`src/rtl/alu_seq_pkg.sv`:
```
// ============================================================================
// alu_seq_pkg : shared state encoding and ALU op selects for the lane sequencer
// Rev 1.0 - initial release
// ============================================================================
`default_nettype none

package alu_seq_pkg;

    typedef enum logic [1:0] {
        IDLE = 2'd0,
        RUN  = 2'd1,
        DONE = 2'd2
    } seq_state_e;

    localparam logic [2:0] ALU_ADD  = 3'b100;
    localparam logic [2:0] ALU_SUB  = 3'b101;
    localparam logic [2:0] ALU_MUL  = 3'b111;
    localparam logic [2:0] ALU_DIV  = 3'b110;
    localparam logic [2:0] ALU_PASS = 3'b000;

endpackage

`default_nettype wire

```
`src/rtl/alu_lane_sequencer_flags.sv`:
```
// ============================================================================
// lane_flag_accum : accumulates per-lane ALU flags into vector-level N/Z/V/C
//                   plus a per-lane overflow mask
// Rev 1.0 - initial release
// ============================================================================
`default_nettype none

module lane_flag_accum #(
    parameter  int LANES = 4,
    localparam int IDX_W = $clog2(LANES)
) (
    input  logic             clk,
    input  logic             rst,
    input  logic             clear,
    input  logic             merge,
    input  logic [IDX_W-1:0] lane_idx,
    input  logic             lane_n,
    input  logic             lane_z,
    input  logic             lane_v,
    input  logic             lane_c,
    output logic             acc_n,
    output logic             acc_z,
    output logic             acc_v,
    output logic             acc_c,
    output logic [LANES-1:0] vmask
);

    // Z starts at 1 because it is the AND across lanes; the others are ORs.
    always_ff @(posedge clk or posedge rst) begin
        if (rst) begin
            acc_n <= 1'b0;
            acc_z <= 1'b1;
            acc_v <= 1'b0;
            acc_c <= 1'b0;
            vmask <= '0;
        end else if (clear) begin
            acc_n <= 1'b0;
            acc_z <= 1'b1;
            acc_v <= 1'b0;
            acc_c <= 1'b0;
            vmask <= '0;
        end else if (merge) begin
            acc_n           <= acc_n | lane_n;
            acc_z           <= acc_z & lane_z;
            acc_v           <= acc_v | lane_v;
            acc_c           <= acc_c | lane_c;
            vmask[lane_idx] <= lane_v;
        end
    end

endmodule

`default_nettype wire

```
`src/rtl/alu_lane_sequencer.sv`:
```
// ============================================================================
// alu_lane_sequencer : issues one vector op lane-by-lane into a scalar ALU and
//                      returns the assembled vector result with merged flags
// Rev 1.0 - initial release
// ============================================================================
`default_nettype none

module alu_lane_sequencer
    import alu_seq_pkg::*;
#(
    parameter int WIDTH = 18,
    parameter int LANES = 4
) (
    input  logic                   clk,
    input  logic                   rst,
    input  logic                   in_valid,
    output logic                   in_ready,
    input  logic [2:0]             in_sel,
    input  logic [LANES*WIDTH-1:0] in_a,
    input  logic [LANES*WIDTH-1:0] in_b,
    output logic [WIDTH-1:0]       alu_a,
    output logic [WIDTH-1:0]       alu_b,
    output logic [2:0]             alu_sel,
    input  logic [WIDTH-1:0]       alu_out,
    input  logic                   alu_n,
    input  logic                   alu_z,
    input  logic                   alu_v,
    input  logic                   alu_c,
    output logic                   out_valid,
    input  logic                   out_ready,
    output logic [LANES*WIDTH-1:0] out_result,
    output logic                   out_n,
    output logic                   out_z,
    output logic                   out_v,
    output logic                   out_c,
    output logic [LANES-1:0]       out_vmask
);

    localparam int CNT_W = $clog2(LANES);

    seq_state_e             state;
    logic [CNT_W-1:0]       cnt;
    logic [2:0]             sel_q;
    logic [LANES*WIDTH-1:0] a_q;
    logic [LANES*WIDTH-1:0] b_q;

    logic accept;
    logic running;
    logic last_lane;

    assign in_ready  = (state == IDLE);
    assign out_valid = (state == DONE);
    assign running   = (state == RUN);
    assign accept    = in_valid & in_ready;
    assign last_lane = (cnt == CNT_W'(LANES - 1));

    // The ALU sees quiet zero operands whenever no lane is in flight.
    assign alu_a   = running ? a_q[cnt*WIDTH +: WIDTH] : '0;
    assign alu_b   = running ? b_q[cnt*WIDTH +: WIDTH] : '0;
    assign alu_sel = running ? sel_q : ALU_PASS;

    always_ff @(posedge clk or posedge rst) begin
        if (rst) begin
            state      <= IDLE;
            cnt        <= '0;
            sel_q      <= ALU_PASS;
            a_q        <= '0;
            b_q        <= '0;
            out_result <= '0;
        end else begin
            case (state)
                IDLE: begin
                    if (in_valid) begin
                        sel_q <= in_sel;
                        a_q   <= in_a;
                        b_q   <= in_b;
                        cnt   <= '0;
                        state <= RUN;
                    end
                end
                RUN: begin
                    out_result[cnt*WIDTH +: WIDTH] <= alu_out;
                    // cnt parks on the last lane so it never wraps.
                    if (last_lane) begin
                        state <= DONE;
                    end else begin
                        cnt <= cnt + 1'b1;
                    end
                end
                DONE: begin
                    if (out_ready) begin
                        state <= IDLE;
                    end
                end
                default: state <= IDLE;
            endcase
        end
    end

    lane_flag_accum #(
        .LANES (LANES)
    ) u_flags (
        .clk      (clk),
        .rst      (rst),
        .clear    (accept),
        .merge    (running),
        .lane_idx (cnt),
        .lane_n   (alu_n),
        .lane_z   (alu_z),
        .lane_v   (alu_v),
        .lane_c   (alu_c),
        .acc_n    (out_n),
        .acc_z    (out_z),
        .acc_v    (out_v),
        .acc_c    (out_c),
        .vmask    (out_vmask)
    );

endmodule

`default_nettype wire

```
`config.mk`:
```
export PLATFORM = sky130hd
export DESIGN_NAME = alu_lane_sequencer
export DESIGN_NICKNAME = d
export VERILOG_FILES = /design/src/rtl/alu_seq_pkg.sv /design/src/rtl/alu_lane_sequencer_flags.sv /design/src/rtl/alu_lane_sequencer.sv
export SDC_FILE = /design/constraint.sdc
export NUM_CORES = 1
export LEC_CHECK = 0
export CORE_UTILIZATION = 41
export CTS_CLUSTER_DIAMETER = 30
export DETAILED_ROUTE_END_ITERATION = 7
export PLACE_DENSITY = 0.78
export SKIP_CTS_REPAIR_TIMING = 1
export SLEW_MARGIN = 30
export SYNTH_ARGS = -nofsm -noshare
export SYNTH_HDL_FRONTEND = slang
export SYNTH_SLANG_ARGS = --single-unit
```
`constraint.sdc`:
```
create_clock -name clk -period 8 [get_ports clk]
set_input_delay 0.8 -clock clk [delete_from_list [all_inputs] [get_ports clk]]
set_output_delay 0.8 -clock clk [all_outputs]
set_load 0.01 [all_outputs]
```
Word-level counts from Yosys, hierarchy flattened
Cells that the tools add are included.

word-level totals
  output and inout bits = 121
  input bits = 173
  logic and storage cells = 63
  register bits after elaboration = 231

operators by class
  reductions and logical operators = 7
  muxes and demuxes = 24
  bitwise logic cells = 5
  multiply operators = 1
  magnitude comparators = 2
  equality and inequality tests = 7
  add/subtract/negate cells = 2
  shift operators = 4

operators with widths
  cell                                                                          number
  72-bit by 8-bit variable part select with 18-bit output                       2
  72-bit bitwise mux                                                            1
  18-bit by 34-bit variable shift with 72-bit output, first input constant      1
  18-bit by 34-bit variable part select with 72-bit output                      1
  18-bit 2-to-1 mux                                                             2
  7-bit negation with 34-bit output                                             1
  2-bit 2-to-1 mux                                                              5
  1-bit 2-to-1 mux                                                              9
  4-bit 2-to-1 mux                                                              2
  2-bit by 4-bit multiplier with 6-bit output, second input constant            1
  2-bit case mux with 3 select lines                                            1
  3-bit AND reduction                                                           2
  4-bit bitwise mux                                                             1
  2-bit == test, second input constant                                          2
  2-bit by 1-bit inequality test with 1-bit output, second input constant       2
  2-bit inequality test, second input constant                                  2
  2-bit case mux with 2 select lines                                            1
  2-bit nonzero test                                                            2
  2-bit by 3-bit less-than comparator with 1-bit output, second input constant  1
  3-bit 2-to-1 mux                                                              1
  1-bit OR                                                                      3
  2-bit by 1-bit adder with 2-bit output, second input constant                 1
  1-bit AND                                                                     2
  1-bit demux with 2-bit select                                                 1
  other kinds (5)                                                               5

Depth between registers and ports, before layout
  word-level depth = 7
  depth in mapped cells = 11
  depth with buffers taken out = 7

Modules after synthesis
Synthesis repeated with hierarchy kept, for this count alone.

unflattened totals
  cell total of the unflattened synthesis = 785
  area total of the unflattened synthesis = 11110.7 sq um

modules (own cells, without submodules)
  module              area an instance (sq um)  cells each  sequential area each (sq um)  instances
  alu_lane_sequencer  10756.6                   754         5580.4                        1
  lane_flag_accum     354.1                     31          201.4                         1

Least setup slack after synthesis
OpenSTA, ideal clock, no wires.

  path kind = register to register
  start = register cnt[1]
  end = register out_result[45]
  path buffers = 3
  required time = 7.870 ns
  arrival = 2.617 ns
  cell stages (with the launch flop) = 10
  library setup time = 0.130 ns
  clock period less this slack = 2.747 ns
  path slack = 5.253 ns
  cells stage by stage = dfrtp_1 -> clkbuf_1 -> clkbuf_1 -> inv_1 -> ha_1 -> buf_2 -> mux2_2 -> o21ai_0 -> a2bb2oi_1 -> o21ai_0

between the ends
  cells in the longest elaborated chain, start to end = 4
  elaborated cells between the ends (all ways) = 5
  classes of those cells = add/sub: 1; mul: 1; shift: 2; mux: 1

RTL lines
  element                                                                                                                         line                      text
  start, declared                                                                                                                 alu_lane_sequencer.sv:42  logic [CNT_W-1:0] cnt;
  start signal, assigned                                                                                                          alu_lane_sequencer.sv:87  cnt <= cnt + 1'b1;
  2-bit by 4-bit multiplier with 6-bit output *                                                                                   alu_lane_sequencer.sv:82  out_result[cnt*WIDTH +: WIDTH] <= alu_out;
  7-bit negation with 34-bit output *                                                                                             alu_lane_sequencer.sv:82
  18-bit by 34-bit variable part select with 72-bit output or 18-bit by 34-bit variable shift with 72-bit output (tied branches)  alu_lane_sequencer.sv:82
  72-bit bitwise mux *                                                                                                            alu_lane_sequencer.sv:82
  end signal, assigned by index                                                                                                   alu_lane_sequencer.sv:82
  end, declared                                                                                                                   alu_lane_sequencer.sv:31  output logic [LANES*WIDTH-1:0] out_result,

Mark *: on every way between the ends. The rest lies on a longest branch, timed or not.
A chain may end at the register's enable or synchronous reset.

Worst setup path in the final report
  start = register cnt[0]
  end = output alu_b[14]

between the ends
  cells in the longest elaborated chain, start to end = 3

RTL lines
  element                                                  line                      text
  2-bit by 4-bit multiplier with 6-bit output              alu_lane_sequencer.sv:59  assign alu_b = running ? b_q[cnt*WIDTH +: WIDTH] : '0;
  72-bit by 8-bit variable part select with 18-bit output  alu_lane_sequencer.sv:59
  18-bit 2-to-1 mux                                        alu_lane_sequencer.sv:59
  end, declared                                            alu_lane_sequencer.sv:22  output logic [WIDTH-1:0] alu_b,

Every way passes these cells.

==> impl_metrics.toml <==
[clock_network]
clockBufferDepth = 3
cts_buffers = 52
clk_latency_ps = 540
cts_max_level = 2
path_clk_slew_ps = 50
cts_tree = "yes"
cts_sinks = 231
cts-root-buf = "clkbuf_16"

[detailed_routing]
drtAntennaViolNets = 0
drc = 0
viasPerCell = 5.19
first_pass_iters = 8
vias = 9282
wl_um = 33100
avgRoutedWirePerCell_um = 18.5
drtIter0Drc = 702

[synthesis]
synthFlopType = "dfrtp_1"
synth.most_common_cell = "nand2_1"
netlist_instances = 1135
synth_top_area_frac = 0.538
syn_nets = 1314
synthTopCellsByCount = "513 x nand2_1, 230 x dfrtp_1, 61 x o21ai_0, 49 x clkbuf_1, 41 x and2_1"
async_reset_ff_frac = 1.00
avgSynthCellArea_um2 = 9.43
ys_ff_latch = 231
yosysWarnings = 0
synth-edff-count = 0
yosysSeqAreaShare = 0.540
synth_cell_types = 48
synth_top_area_cell = "dfrtp_1"
ys_top_cells_by_area = "dfrtp_1 54%, nand2_1 18%, mux4_2 7.6%"
syn-cell-area_mm2 = 0.0107

[run]
maxCapViolCount = 0

[floorplan]
die_y_um = 164
core-area_mm2 = 0.0254
start_util = 0.421
io_pins = 294
dieArea_mm2 = 0.0268
die_x_um = 164
placement_rows = 58

[sta]
slew_headroom = 0.409
finClkSkew_ps = 11.8
rsz0062_at_grt = "false"
setup_viol = 0
worst_pin_slew_ps = 886
fmax_mhz = 246
report.final.slew_viol_count = 0
tns_ps = 0
finalCritPeriodShare = 0.509
finalHoldViolCount = 0
fin_crit_ps = 4070

[finish]
multiInputGateArea_mm2 = 0.00459
area_growth_pct = 46.5
fin_cells = 1789
nFillCells = 2050
post_route_cells_drive_above_1_share = 0.113
fin_nets = 1593
seq_area_mm2 = 0.00579

[setup_path]
rr_endpoint = "out_result[42]"
start_kind = "flop"
path_class = "flop to output pin"
worstPathArrival_ps = 3270
ff2ff_setup_slack_ps = 4350
critPathRequiredTime_ps = 7200
reg2regPathDepth = 6
cp-end-kind = "output pin"
r2r_start = "cnt[0]"
critPathMaxFanout = 59

[placement]
gp_congestion = 0.899
dpl.hpwl_um = 21600
port_buffers = 293
dp_cells = 1690

[grt]
grt_use_total = 0.253
grt_pass1_vias = 9577
grt_max_degree = 105
grt_pass1_wl_um = 52300
antenna_found_initial = 1
grt_remaining_overflow = 0

[power]
max-vdd-ir-drop_v = 0.000326
p_leak_nw = 7.30
powerDensity_mw_per_mm2 = 450

[min_path]
worstHoldPathType = "flop to flop"
hp-start = "sel_q[2]"
min_to = "sel_q[2]"
hold_depth = 2

[run_status]
status = "finished clean"
-- stage by stage --
stage / total power [mW] / util / area, um^2 / worst slack [ps] / hold slack (ps)
6_report: 7.06 / 0.617 / 15700 / 3930 / 464
4_1_cts: 7.09 / 0.617 / 15700 / 3850 / 466
3_3_place_gp: 4.73 / 0.543 / 13800 / 4400 / 451
3_5_place_dp: 4.79 / 0.543 / 13800 / 4430 / 455
5_1_grt: 7.47 / 0.617 / 15700 / 3730 / 477
2_1_floorplan: 3.65 / - / 10700 / 869 / 437
-- registers in the layout, summed over array words and instances, names as in the netlist --
| name | cells |
|---|---|
| u_flags.vmask | 4 |
| out_result | 72 |
| cnt | 2 |
| a_q | 72 |
| sel_q | 3 |
| u_flags.acc_n | 1 |
| state | 2 |
| u_flags.acc_v | 1 |
| b_q | 72 |
| u_flags.acc_c | 1 |
| u_flags.acc_z | 1 |
-- placed cells by master, fill, tap and decap left out, drive strengths merged, types with 2 or more instances in the layout --
master | Yosys | final
clkinvlp | 0 | 5
o31ai | 3 | 3
a21oi | 19 | 19
inv | 5 | 14
dfrtp | 230 | 230
and2 | 41 | 41
a22o | 21 | 21
mux4 | 36 | 36
or3b | 2 | 2
nand3 | 12 | 12
buf | 26 | 7
nand2b | 8 | 8
nor2b | 6 | 6
a2bb2oi | 3 | 3
o22ai | 2 | 2
clkbuf | 49 | 60
nor3 | 8 | 8
clkinv | 1 | 17
mux2 | 12 | 12
and3 | 3 | 3
a21o | 3 | 3
a32o | 2 | 2
nand2 | 513 | 513
or2 | 2 | 2
bufinv | 0 | 8
clkdlybuf4s50 | 0 | 293
mux2i | 18 | 18
or3 | 3 | 3
a31oi | 2 | 2
ha | 6 | 6
o21ai | 61 | 61
nor2 | 22 | 22
a22oi | 6 | 6
-- how the worst max path moves through the flow --
| stage | from | endpoint | cells after the start |
|---|---|---|---|
| floorplan | rst | a_q[0] | 1 |
| global placement | cnt[1] | out_result[58] | 7 |
| detailed placement | cnt[0] | out_result[44] | 5 |
| CTS | cnt[0] | alu_b[14] | 4 |
| global route | cnt[0] | alu_b[14] | 4 |
| finish | cnt[0] | alu_b[14] | 4 |
-- routing by layer --
metal	part of all wire	track usage	up-vias
li1	-	-	4319
met1	0.40	0.319	4471
met2	0.48	0.409	409
met4	0.032	0.0951	0
met5	0	0	-
met3	0.091	0.0752	83
-- power by group --
group	switching [mW]	leakage, nW	internal [mW]
registers	0.374	2.95	1.68
logic	1.45	3.44	1.31
clock network	0.713	0.910	1.52
total	2.54	7.30	4.52
-- worst max-delay path: stages, from the launching register on --
cell	delay (ps)
dfrtp_4	650
buf_4	750
mux4_2	610
and2_1	190
clkdlybuf4s50_1	480
-- layout make-up --
class,count,area share
timing repair buffer,300,0.191
antenna,1,0.000160
inverter,6,0.00192
tap,330,0.0263
clock inverter,38,0.0298
clock buffer,60,0.0895
multi-input combinational,823,0.293
sequential,231,0.369
-- cells by family (layout without fill, tap and decap cells) --
logic type	count (synthesis)	in the layout	synth area share
other	0	1	0
DFF	231	231	0.540
muxes	66	66	0.105
adders and majority gates	6	6	0.00701
AOI/OAI and AO/OA	129	129	0.0761
buffers and inverters	81	404	0.0327
and+or+nand+nor	622	622	0.239
Note: power is estimated with default switching activity, not from simulation.
